`src/rtl/uart_tx_arbiter.sv`:
```
// Message-level round-robin arbiter sharing one UART transmitter between NUM_REQ byte producers.
// A grant is held for a whole message; a stalled owner is released after HOLD_TIMEOUT idle cycles.
module uart_tx_arbiter #(
    parameter int unsigned NUM_REQ      = 2,
    parameter int unsigned HOLD_TIMEOUT = 1000,
    parameter int unsigned ID_W         = 1
) (
    input  logic                 clk,
    input  logic                 rst,
    input  logic [NUM_REQ-1:0]   req_valid,
    input  logic [8*NUM_REQ-1:0] req_byte,
    input  logic [NUM_REQ-1:0]   req_last,
    output logic [NUM_REQ-1:0]   req_ack,
    output logic [NUM_REQ-1:0]   req_done,
    output logic                 tx_send,
    output logic [7:0]           tx_byte,
    input  logic                 tx_done,
    output logic                 busy,
    output logic [ID_W-1:0]      grant_id,
    output logic                 timeout_err
);

    localparam int unsigned CntW = (HOLD_TIMEOUT > 1) ? $clog2(HOLD_TIMEOUT) : 1;

    typedef enum logic [1:0] {StIdle, StSend, StWaitDone, StHold} state_e;

    state_e          state;
    logic [ID_W-1:0] ptr;
    logic [CntW-1:0] hold_cnt;
    logic            last_flag;
    logic            tx_done_prev;

    logic            found;
    logic [ID_W-1:0] winner;
    logic [ID_W-1:0] cand;
    logic [ID_W-1:0] next_ptr;
    logic            done_edge;
    logic            owner_valid;
    logic [7:0]      owner_byte;
    logic            owner_last;

    assign done_edge   = tx_done & ~tx_done_prev;
    assign next_ptr    = ID_W'((int'(grant_id) + 1) % int'(NUM_REQ));
    assign owner_valid = req_valid[grant_id];
    assign owner_byte  = req_byte[{grant_id, 3'b000} +: 8];
    assign owner_last  = req_last[grant_id];

    // Scan downward so the candidate nearest the pointer is the last to win.
    always_comb begin
        found  = 1'b0;
        winner = '0;
        cand   = '0;
        for (int i = int'(NUM_REQ) - 1; i >= 0; i--) begin
            cand = ID_W'((int'(ptr) + i) % int'(NUM_REQ));
            if (req_valid[cand]) begin
                found  = 1'b1;
                winner = cand;
            end
        end
    end

    always_ff @(posedge clk) begin
        if (rst) begin
            state        <= StIdle;
            ptr          <= '0;
            hold_cnt     <= '0;
            last_flag    <= 1'b0;
            tx_done_prev <= 1'b1;
            req_ack      <= '0;
            req_done     <= '0;
            tx_send      <= 1'b0;
            tx_byte      <= '0;
            busy         <= 1'b0;
            grant_id     <= '0;
            timeout_err  <= 1'b0;
        end else begin
            tx_done_prev <= tx_done;
            req_ack      <= '0;
            req_done     <= '0;
            tx_send      <= 1'b0;
            timeout_err  <= 1'b0;
            unique case (state)
                StIdle: begin
                    if (found) begin
                        grant_id <= winner;
                        busy     <= 1'b1;
                        state    <= StSend;
                    end
                end
                StSend: begin
                    tx_byte           <= owner_byte;
                    last_flag         <= owner_last;
                    tx_send           <= 1'b1;
                    req_ack[grant_id] <= 1'b1;
                    state             <= StWaitDone;
                end
                StWaitDone: begin
                    if (done_edge) begin
                        req_done[grant_id] <= 1'b1;
                        if (last_flag) begin
                            busy  <= 1'b0;
                            ptr   <= next_ptr;
                            state <= StIdle;
                        end else begin
                            hold_cnt <= '0;
                            state    <= StHold;
                        end
                    end
                end
                StHold: begin
                    // Launch straight from HOLD so a ready owner sees a one-cycle byte gap.
                    if (owner_valid) begin
                        tx_byte           <= owner_byte;
                        last_flag         <= owner_last;
                        tx_send           <= 1'b1;
                        req_ack[grant_id] <= 1'b1;
                        state             <= StWaitDone;
                    end else if (hold_cnt == CntW'(HOLD_TIMEOUT - 1)) begin
                        timeout_err <= 1'b1;
                        busy        <= 1'b0;
                        ptr         <= next_ptr;
                        state       <= StIdle;
                    end else begin
                        hold_cnt <= hold_cnt + 1'b1;
                    end
                end
                default: state <= StIdle;
            endcase
        end
    end

endmodule

```
`config.mk`:
```
export PLATFORM = sky130hd
export DESIGN_NAME = uart_tx_arbiter
export DESIGN_NICKNAME = d
export VERILOG_FILES = /design/src/rtl/uart_tx_arbiter.sv
export SDC_FILE = /design/constraint.sdc
export NUM_CORES = 1
export LEC_CHECK = 0
export ABC_AREA = 1
export CORE_MARGIN = 2
export CORE_UTILIZATION = 47
export DETAILED_ROUTE_END_ITERATION = 8
export PLACE_DENSITY = 0.74
export RECOVER_POWER = 50
export SETUP_SLACK_MARGIN = 0.15
export SLEW_MARGIN = 20
export SYNTH_ARGS = -nofsm -noshare
export SYNTH_HDL_FRONTEND = slang
export SYNTH_SLANG_ARGS = --single-unit
```
`constraint.sdc`:
```
create_clock -name clk -period 2.15 [get_ports clk]
set_input_delay 0.5375 -clock clk [delete_from_list [all_inputs] [get_ports clk]]
set_output_delay 0.5375 -clock clk [all_outputs]
set_load 0.01 [all_outputs]
```
Yosys cells after proc, flatten, opt, wreduce, memory -nomap -nowiden
Index checks and enable logic that the tools add are counted.

operators by class
  $add $sub $neg = 3
  order comparisons = 4
  equality and inequality tests = 13
  shift operators = 1
  multiplexer cells = 45
  bitwise logic cells = 5
  reductions and logical operators = 13

operator list
  cell                   number
  $mux 10                4
  $mux 1                 25
  $pmux 10 s2            1
  $ne 2x2->1 const B     8
  $pmux 8 s2             1
  $shiftx 16x5->8        1
  $mux 2                 6
  $add 10x1->10 const B  1
  $eq 10x10->1 const B   1
  $reduce_and 5->1       2
  $mux 8                 1
  $pmux 2 s4             1
  $lt 1x2->1 const B     3
  $pmux 1 s2             3
  $reduce_and 6->1       1
  $reduce_or 3->1        2
  $eq 2x2->1 const B     2
  $not 1->1              4
  $pmux 2 s2             1
  $reduce_and 2->1       2
  $reduce_bool 2->1      2
  $ne 3x3->1 const B     1
  $pmux 1 s3             1
  $reduce_and 3->1       1
  8 further kinds        9

word-level totals
  bits in registers = 31
  input port bits = 23
  output and inout bits = 16
  word-level logic and storage cells = 96

Logic depth before layout (Yosys ltp)
Gate-level depths: netlist (run 1).

  depth after elaboration = 7
  depth in mapped cells = 10
  depth with buffers taken out = 10

Least setup slack after synthesis (run 1)
OpenSTA, ideal clock, no wires.

  kind = register to register
  start = reg hold_cnt[0]
  end = reg hold_cnt[9]
  library setup time = 114 ps
  arrival time = 1358 ps
  data required time = 2036 ps
  slack = 678 ps
  stages on the path, launching flop included = 10
  buffers on the path = 1
  period minus slack after synthesis = 1472 ps
  cell sequence = dfxtp_1 -> ha_1 -> nand2_1 -> nor2_1 -> nand3_1 -> nor2_1 -> nor2_4 -> buf_6 -> a21oi_1 -> nor2_1

on the way
  cells in the longest elaborated chain, start to end = 4
  elaborated cells on any way between the ends = 7
  those cells by class = add/sub (1); eq/ne (2); mux (3); reduce/logical (1)

ends and longest elaborated chain
  item                      line  source
  start: declaration        29    logic [CntW-1:0] hold_cnt;
  start signal: assignment  124   hold_cnt <= hold_cnt + 1'b1;
  $add 10x1->10             124
  $mux 10                   118   end else if (hold_cnt == CntW'(HOLD_TIMEOUT - 1)) begin
  $mux 10                   112   if (owner_valid) begin
  $pmux 10 s2               82    unique case (state)

Several ways; a longest one is shown, not always the timed one. The select of a mux whose other input is x is not followed.
A chain may end at the register's enable or synchronous reset.

Worst setup path after layout (run 1)
  start = reg grant_id
  end = out grant_id

RTL lines
  item                      line  source
  start: declaration        19    output logic [ID_W-1:0] grant_id,
  start signal: assignment  85    grant_id <= winner;

No word-level cell between the ends.

==> results of run 1 <==
layer usage:
layer  part of all wire  wire length (microns)  track usage
met4              0.018                     65       0.0932
met5                  0                      0            0
met1               0.48                   1710        0.273
met3              0.034                    120       0.0525
met2               0.47                   1670        0.337
Yosys cell counts:
cell type	instances	area share
a31oi_2	1	0.0082
nor2_4	1	0.0074
or2_2	1	0.0041
inv_1	19	0.047
nand3_1	8	0.026
xnor2_1	1	0.0057
o21ai_2	2	0.011
nor3_1	2	0.0065
a31oi_1	8	0.033
nor3b_1	1	0.0049
ha_1	1	0.0082
nand4_1	1	0.0041
a21oi_1	11	0.036
nand2_2	2	0.0082
clkinv_1	1	0.0025
o31ai_1	2	0.0098
nand3b_1	1	0.0049
clkbuf_1	3	0.0074
clkbuf_8	1	0.0090
o21ai_0	14	0.046
buf_6	1	0.0074
inv_2	2	0.0049
dfxtp_1	31	0.41
nor4_1	2	0.0082
nand2_1	72	0.18
nand2_4	1	0.0074
nor2_1	34	0.083
nand3_2	1	0.0065
buf_8	1	0.0098
how the worst min path moves through the flow:
stage	endpoint	from	cells past startpoint	slack [ns]
6_report	busy	busy	2	0.49
5_1_grt	hold_cnt[1]	hold_cnt[1]	2	0.52
4_1_cts	busy	busy	2	0.50
3_5_place_dp	busy	busy	2	0.47
3_3_place_gp	busy	busy	2	0.46
2_1_floorplan	hold_cnt[1]	hold_cnt[1]	2	0.46
cell families after synthesis:
logic type / after synthesis
xor+xnor: 1
compound gates: 38
simple gates: 127
fa+ha+maj: 1
flops: 31
buf+inv: 28
registers in the layout (all words and copies together), names as in the netlist:
name,cells
hold_cnt,10
tx_byte,8
req_ack,2
req_done,2
state,2
busy,1
grant_id,1
last_flag,1
ptr,1
timeout_err,1
tx_done_prev,1
tx_send,1
cell type report:
type                    instances  area (sq um)  area share
clock inverters                 1          5.00     0.00252
well taps                      44          55.1      0.0277
flip-flops and latches         31           621       0.313
multi-input cells             167           756       0.381
repair buffers                 44           422       0.212
clock buffers                   7          45.0      0.0227
inverters                      22          82.6      0.0416
power by group:
group	leakage [nW]	total [mW]	internal, mW	switching (mW)
Sequential	0.253	0.774	0.690	0.0837
Combinational	0.528	0.664	0.299	0.365
Clock	0.0293	0.317	0.127	0.190
Total	0.810	1.76	1.12	0.639
per-stage QoR:
step	utilization	cell area [sq um]	setup slack, ns
2_1_floorplan	-	1530	0.678
3_3_place_gp	0.636	1960	0.151
3_5_place_dp	0.636	1960	0.130
4_1_cts	0.652	2010	0.219
5_1_grt	0.645	1990	0.167
6_report	0.645	1990	0.247
==> results.yml, run 1 <==
outcome:
  status: "finished, final reports clean"
critical_path:
  setup.worst_path.class: "flop to output port"
  crit_arrival_ns: 1.37
  slowest_delay_ns: 0.58
  slowest_stage: "clkdlybuf4s50_1"
  critical_path_depth: 1
  worstRegToRegCells: 6
  end_kind: "output port"
  reg2reg_from: "state[1]"
  critPathTopFamily: "buffers and inverters"
  path_cells: "clkdlybuf4s50_1"
  cp_data_required_time_ns: 1.61
  worst-path-buf-inv: 1
  startpoint: "grant_id"
  start_kind: "flop"
  r2r_end: "tx_byte[0]"
  path_max_fanout: 7
  reg2reg_slack_ns: 0.45
  crit_path_end: "grant_id"
clock_tree:
  cts_root_buffer: "clkbuf_4"
  ctsResizeCount: 0
  clock_latency_ns: 0.33
  post_cts_buffers: 0
  cts_tree: "yes"
  ctsLongestPathBuffers: 2
  htree_levels: 2
  cts_buffers: 5
  clk_pin_slew_ns: 0.09
  ctsHoldBuffers: 0
  cts_sinks: 31
grt:
  grt.total_usage: 0.212
  grt_pass1_vias: 1355
  grt-ovfl-total: 0
  grt_pass1_wl_mm: 5.82
  grt_max_degree: 19
  grt_antenna_before_repair: 0
yosys:
  avgSynthCellArea_sq_um: 6.77
  syn_inst: 226
  synth_xor_xnor_area_share: 0.00573
  synth.area.mux_share: 0
  synth_top_family_by_area: "simple AND/OR/NAND/NOR gates"
  synth_warnings: 0
  synth_fp_nets: 250
  synth-adder-area-share: 0.00818
  synthSimpleGateAreaFrac: 0.349
  syn_area_sq_mm: 0.00153
  yosys.cell_types.count: 29
  synth_compound_area_frac: 0.144
  synth_seq_cells: 31
  seq_area_frac_synth: 0.406
layout:
  diodes: 0
  num-fill-cells: 304
  final_common_cell: "nand2_1"
  nets: 295
  layout-drive-gt1-share: 0.0662
  stdcell_count: 316
  area_growth_pct: 29.9
  final_cell_mix: "nand2_1 (74), nor2_1 (34), clkdlybuf4s50_1 (32)"
timing:
  rsz0062_at_grt: "false"
  maxClockFrequency_mhz: 525
  worst_pin_slew_ns: 0.616
  setup_violations: 0
  slew_headroom: 0.589
  whs_ns: 0.489
  finClkSkew_ns: 0.00331
  period_share: 0.885
  min_period_ns: 1.90
  finalSetupTns_ns: 0
  maxSlewViolCount: 0
  hold_viol_final: 0
die:
  die_w_microns: 61.0
  core_sq_mm: 0.00308
  fp-row-count: 20
  die-area_sq_mm: 0.00373
  initial_core_util: 0.497
  io_pins: 39
  chipHeight_microns: 61.0
routing:
  via_per_inst: 4.81
  drc_errors: 0
  vias: 1519
  routed_wirelength_mm: 3.56
  drt-pass1-iter-count: 4
  wire_per_inst_microns: 11.3
  drt-initial-drc-count: 73
  antenna_left: 0
pwr:
  power.total_mw: 1.76
  p_leak_nw: 0.810
  peakVddDrop_v: 0.000493
  power.density_mw_per_mm2: 884
job:
  maxCapViolCount: 0
placement:
  dp.cells: 308
  io_buffers: 38
  hpwl_mm: 2.67
  gp_congestion: 0.880
min_path:
  hold_class: "flop to flop"
(Power assumes the default switching activity.)
==> run 2: changes to the inputs <==
--- a/config.mk
+++ b/config.mk
@@ -8,8 +8,10 @@
 export ABC_AREA = 1
 export CORE_MARGIN = 2
 export CORE_UTILIZATION = 47
+export CTS_CLUSTER_SIZE = 8
 export DETAILED_ROUTE_END_ITERATION = 8
-export PLACE_DENSITY = 0.74
+export DONT_BUFFER_PORTS = 1
+export PLACE_DENSITY = 0.59
 export RECOVER_POWER = 50
 export SETUP_SLACK_MARGIN = 0.15
 export SLEW_MARGIN = 20
==> results.yml, run 2 (synthesized netlist as in run 1, its figures left out) <==
pwr:
  power.density_mw_per_mm2: 1010
  p_leak_nw: 0.650
  peakVddDrop_v: 0.000518
  power.total_mw: 1.61
timing:
  min_period_ns: 1.69
  finClkSkew_ns: 0.0137
  slew_headroom: 0.578
  period_share: 0.788
  setup_violations: 0
  worst_pin_slew_ns: 0.632
  maxSlewViolCount: 0
  rsz0062_at_grt: "false"
  hold_viol_final: 0
  finalSetupTns_ns: 0
  maxClockFrequency_mhz: 590
  finalWorstSetupSlack_ns: 0.456
placement:
  gp_congestion: 0.791
  post-place-ws_ns: 0.484
  hpwl_mm: 2.44
  io_buffers: 0
routing:
  wire_per_inst_microns: 12.1
  via_per_inst: 5.14
  drt-initial-drc-count: 72
  drt-pass1-iter-count: 4
  drc_errors: 0
  antenna_left: 0
  vias: 1399
  routed_wirelength_mm: 3.29
critical_path:
  critPathTopFamily: "compound AO/OA/AOI/OAI gates"
  path_cells: "buf_4, nand2_1, nand2_1, nand2_4, o21ai_2, o21ai_0, a31oi_1"
  slowest_stage: "dfxtp_1"
  start_kind: "flop"
  worst-path-buf-inv: 1
  path_max_fanout: 18
  slowest_delay_ns: 0.46
  crit_arrival_ns: 1.96
  crit_top_cell: "nand2_1"
  setup.worst_path.class: "flop to flop"
  cp_data_required_time_ns: 2.41
  end_kind: "flop"
clock_tree:
  cts_tree: "yes"
  cts_sinks: 31
  ctsLongestPathBuffers: 2
  post_cts_buffers: 0
  clock_latency_ns: 0.33
  cts_root_buffer: "clkbuf_4"
  cts_buffers: 5
  htree_levels: 2
  ctsResizeCount: 0
  clk_pin_slew_ns: 0.10
  ctsHoldBuffers: 0
die:
  die-area_sq_mm: 0.00373
  core_sq_mm: 0.00308
  io_pins: 39
  fp-row-count: 20
  chipHeight_microns: 61.0
  die_w_microns: 61.0
  initial_core_util: 0.497
layout:
  fin_util: 0.518
  largestRegisters: "hold_cnt (10), tx_byte (8)"
  final_cell_mix: "nand2_1 (73), nor2_1 (34), dfxtp_1 (31)"
  layout-drive-gt1-share: 0.0789
  area_growth_pct: 4.26
  final_common_cell: "nand2_1"
  nets: 252
  largest_register_ffs: 10
  top_register: "hold_cnt"
  diodes: 0
job:
  maxCapViolCount: 0
min_path:
  hold_class: "input pin to flop"
grt:
  grt_pass1_wl_mm: 5.60
  grt.total_usage: 0.204
  grt-ovfl-total: 0
  grt_pass1_vias: 1213
  grt_antenna_before_repair: 0
  grt_max_degree: 19
outcome:
  status: "finished, final reports clean"
run 2: cell count changes in the layout (fill, tap and decap cells not counted), moves of 3 or more:
cell,before,now
clkdlybuf4s50_1,32,0
buf_4,5,1
clkbuf_1,3,0
dlygate4sd3_1,6,0
run 2: path summary, 6_finish.rpt:
check	startpoint	to	slack (ns)	depth (start not counted)
min	rst	hold_cnt[6]	0.26	1
max reg2reg	grant_id	tx_byte[1]	0.46	7
min reg2reg	hold_cnt[1]	hold_cnt[1]	0.49	2
max	grant_id	tx_byte[1]	0.46	7
run 2: worst reg2reg max path: cells and delay by family, from the launching register on:
family          cells  cell delay, ns
buf+inv             1            0.22
compound gates      3            0.62
flops               1            0.46
simple gates        3            0.33
run 2: power by group:
part           switching, mW  total (mW)  internal (mW)
Clock                  0.199       0.351          0.151
Sequential             0.128       0.819          0.691
Combinational          0.295       0.435          0.140
Total                  0.623        1.61          0.983
run 2: area by class of cell:
| class | count | area (sq um) |
|---|---|---|
| fill | 341 | 1480 |
| multi-input combinational | 167 | 772 |
| sequential | 31 | 621 |
| inverter | 22 | 82.6 |
| tap | 44 | 55.1 |
| clock buffer | 6 | 51.3 |
| timing repair buffer | 1 | 7.51 |
| clock inverter | 1 | 5.00 |
run 2: per-stage QoR:
step,cell area (sq um),hold WS [ns],cells
6_report,1590,0.257,272
5_1_grt,1590,0.236,272
4_1_cts,1600,0.248,272
3_5_place_dp,1540,0.477,265
3_3_place_gp,1540,0.463,265
2_1_floorplan,1530,0.457,226
run 2: routing by layer:
layer,vias to the layer above,GRT usage,share of wire,wire length [microns]
met3,4,0.0777,0.054,179
met1,632,0.272,0.47,1540
li1,729,-,-,-
met2,34,0.312,0.47,1540
met5,-,0,0,0
met4,0,0.0559,0.0082,27
==> run 3: changes to the inputs <==
--- a/config.mk
+++ b/config.mk
@@ -11,7 +11,7 @@
 export CTS_CLUSTER_SIZE = 8
 export DETAILED_ROUTE_END_ITERATION = 8
 export DONT_BUFFER_PORTS = 1
-export PLACE_DENSITY = 0.59
+export PLACE_DENSITY = 0.61
 export RECOVER_POWER = 50
 export SETUP_SLACK_MARGIN = 0.15
 export SLEW_MARGIN = 20
==> constraint.sdc (replaced) <==
create_clock -name clk -period 1.5 [get_ports clk]
set_input_delay 0.375 -clock clk [delete_from_list [all_inputs] [get_ports clk]]
set_output_delay 0.375 -clock clk [all_outputs]
set_load 0.01 [all_outputs]
==> results.yml, run 3 (synthesized netlist as in run 1, its figures left out) <==
routing:
  antenna_left: 0
  via_per_inst: 5.12
  drt-pass1-iter-count: 4
  vias: 1511
  drc_errors: 0
  drt-initial-drc-count: 105
  wire_per_inst_microns: 12.2
  routed_wirelength_mm: 3.60
critical_path:
  crit_top_cell: "nor2_4"
  worst-path-buf-inv: 1
  cp_data_required_time_ns: 1.73
  path_cells: "ha_4, nand2_4, nor2_4, nand3_4, nor2_4, nor2_4, buf_12, a21oi_4, nor2_2"
  start_kind: "flop"
  setup.worst_path.class: "flop to flop"
  end_kind: "flop"
  slowest_stage: "dfxtp_2"
  crit_arrival_ns: 1.64
  slowest_delay_ns: 0.36
  critPathTopFamily: "simple AND/OR/NAND/NOR gates"
  path_max_fanout: 6
pwr:
  power.density_mw_per_mm2: 1360
  power.total_mw: 2.70
  peakVddDrop_v: 0.000778
  p_leak_nw: 0.847
grt:
  grt_max_degree: 17
  grt_pass1_wl_mm: 5.73
  grt.total_usage: 0.209
  grt_antenna_before_repair: 0
  grt-ovfl-total: 0
  grt_pass1_vias: 1379
layout:
  top_register: "hold_cnt"
  largest_register_ffs: 10
  diodes: 0
  final_common_cell: "nand2_1"
  largestRegisters: "hold_cnt (10), tx_byte (8)"
  area_growth_pct: 29.9
  stdcell_count: 295
  final_cell_mix: "nand2_1 (60), nor2_1 (28), dfxtp_1 (23)"
  layout-drive-gt1-share: 0.315
  final_area_sq_mm: 0.00199
  nets: 274
clock_tree:
  ctsHoldBuffers: 0
  cts_tree: "yes"
  clk_pin_slew_ns: 0.10
  clock_latency_ns: 0.32
  ctsLongestPathBuffers: 2
  htree_levels: 2
  cts_buffers: 5
  cts_root_buffer: "clkbuf_4"
  cts_sinks: 31
placement:
  io_buffers: 0
  placed_area_sq_mm: 0.00165
  gp_congestion: 0.844
  hpwl_mm: 2.46
  post-place-ws_ns: 0.0150
  dp.cells: 276
timing:
  period_share: 0.938
  maxSlewViolCount: 0
  finalSetupTns_ns: 0
  maxClockFrequency_mhz: 710
  slew_headroom: 0.735
  finalWorstSetupSlack_ns: 0.0925
  rsz0062_at_grt: "true"
  setup_violations: 0
  finClkSkew_ns: 0.00626
  hold_viol_final: 0
  worst_pin_slew_ns: 0.397
  min_period_ns: 1.41
min_path:
  hold_class: "input pin to flop"
die:
  fp-row-count: 20
  initial_core_util: 0.497
  die_w_microns: 61.0
  chipHeight_microns: 61.0
  die-area_sq_mm: 0.00373
  core_sq_mm: 0.00308
  io_pins: 39
job:
  maxCapViolCount: 0
outcome:
  status: "finished, final reports clean"
## run 3: power breakdown
| group | internal (mW) | switching, mW | total, mW |
|---|---|---|---|
| Clock | 0.276 | 0.278 | 0.554 |
| Combinational | 0.427 | 0.562 | 0.989 |
| Sequential | 0.993 | 0.161 | 1.15 |
## run 3: repair_timing
| item | 4_1_cts | 5_1_grt |
|---|---|---|
| gates resized for setup | 5 | 45 |
| endpoints found under the setup margin | 13 | 23 |
| hold endpoints to repair | 0 | 0 |
| pin swaps | 5 | 11 |
| buffers inserted | 4 | 6 |
| cloned | 0 | 1 |
## run 3: final cells by class
type | count | area [sq um]
multi-input cells | 167 | 950
repair buffers | 23 | 199
inverters | 22 | 82.6
fillers | 297 | 1090
clock buffers | 8 | 68.8
flip-flops and latches | 31 | 631
well taps | 44 | 55.1
## run 3: final timing paths
kind | startpoint | to | slack (ns) | cells past startpoint
setup / recovery | hold_cnt[1] | hold_cnt[5] | 0.09 | 9
hold / removal | rst | hold_cnt[8] | 0.1 | 1
setup reg to reg | hold_cnt[1] | hold_cnt[5] | 0.09 | 9
hold reg to reg | hold_cnt[6] | hold_cnt[6] | 0.51 | 2
## run 3: through the flow
stage,hold WS (ns),util
global route,0.0634,0.645
floorplan,0.454,-
finish,0.0973,0.645
CTS,0.0832,0.578
detailed placement,0.446,0.536
global placement,0.441,0.536
## run 3: worst reg2reg max path, cell delays in order (launching register included)
cell and delay, ns:
dfxtp_2 0.36, ha_4 0.15, nand2_4 0.06, nor2_4 0.12, nand3_4 0.09, nor2_4 0.15
nor2_4 0.06, buf_12 0.13, a21oi_4 0.13, nor2_2 0.05
## run 3: metal layers
layer  vias to the layer above  wire length, microns  global-route usage
met5                         -                     0                   0
met1                       691                  1530               0.238
met4                         0                    78              0.0870
met3                         7                   159              0.0735
li1                        775                     -                   -
met2                        38                  1820               0.356
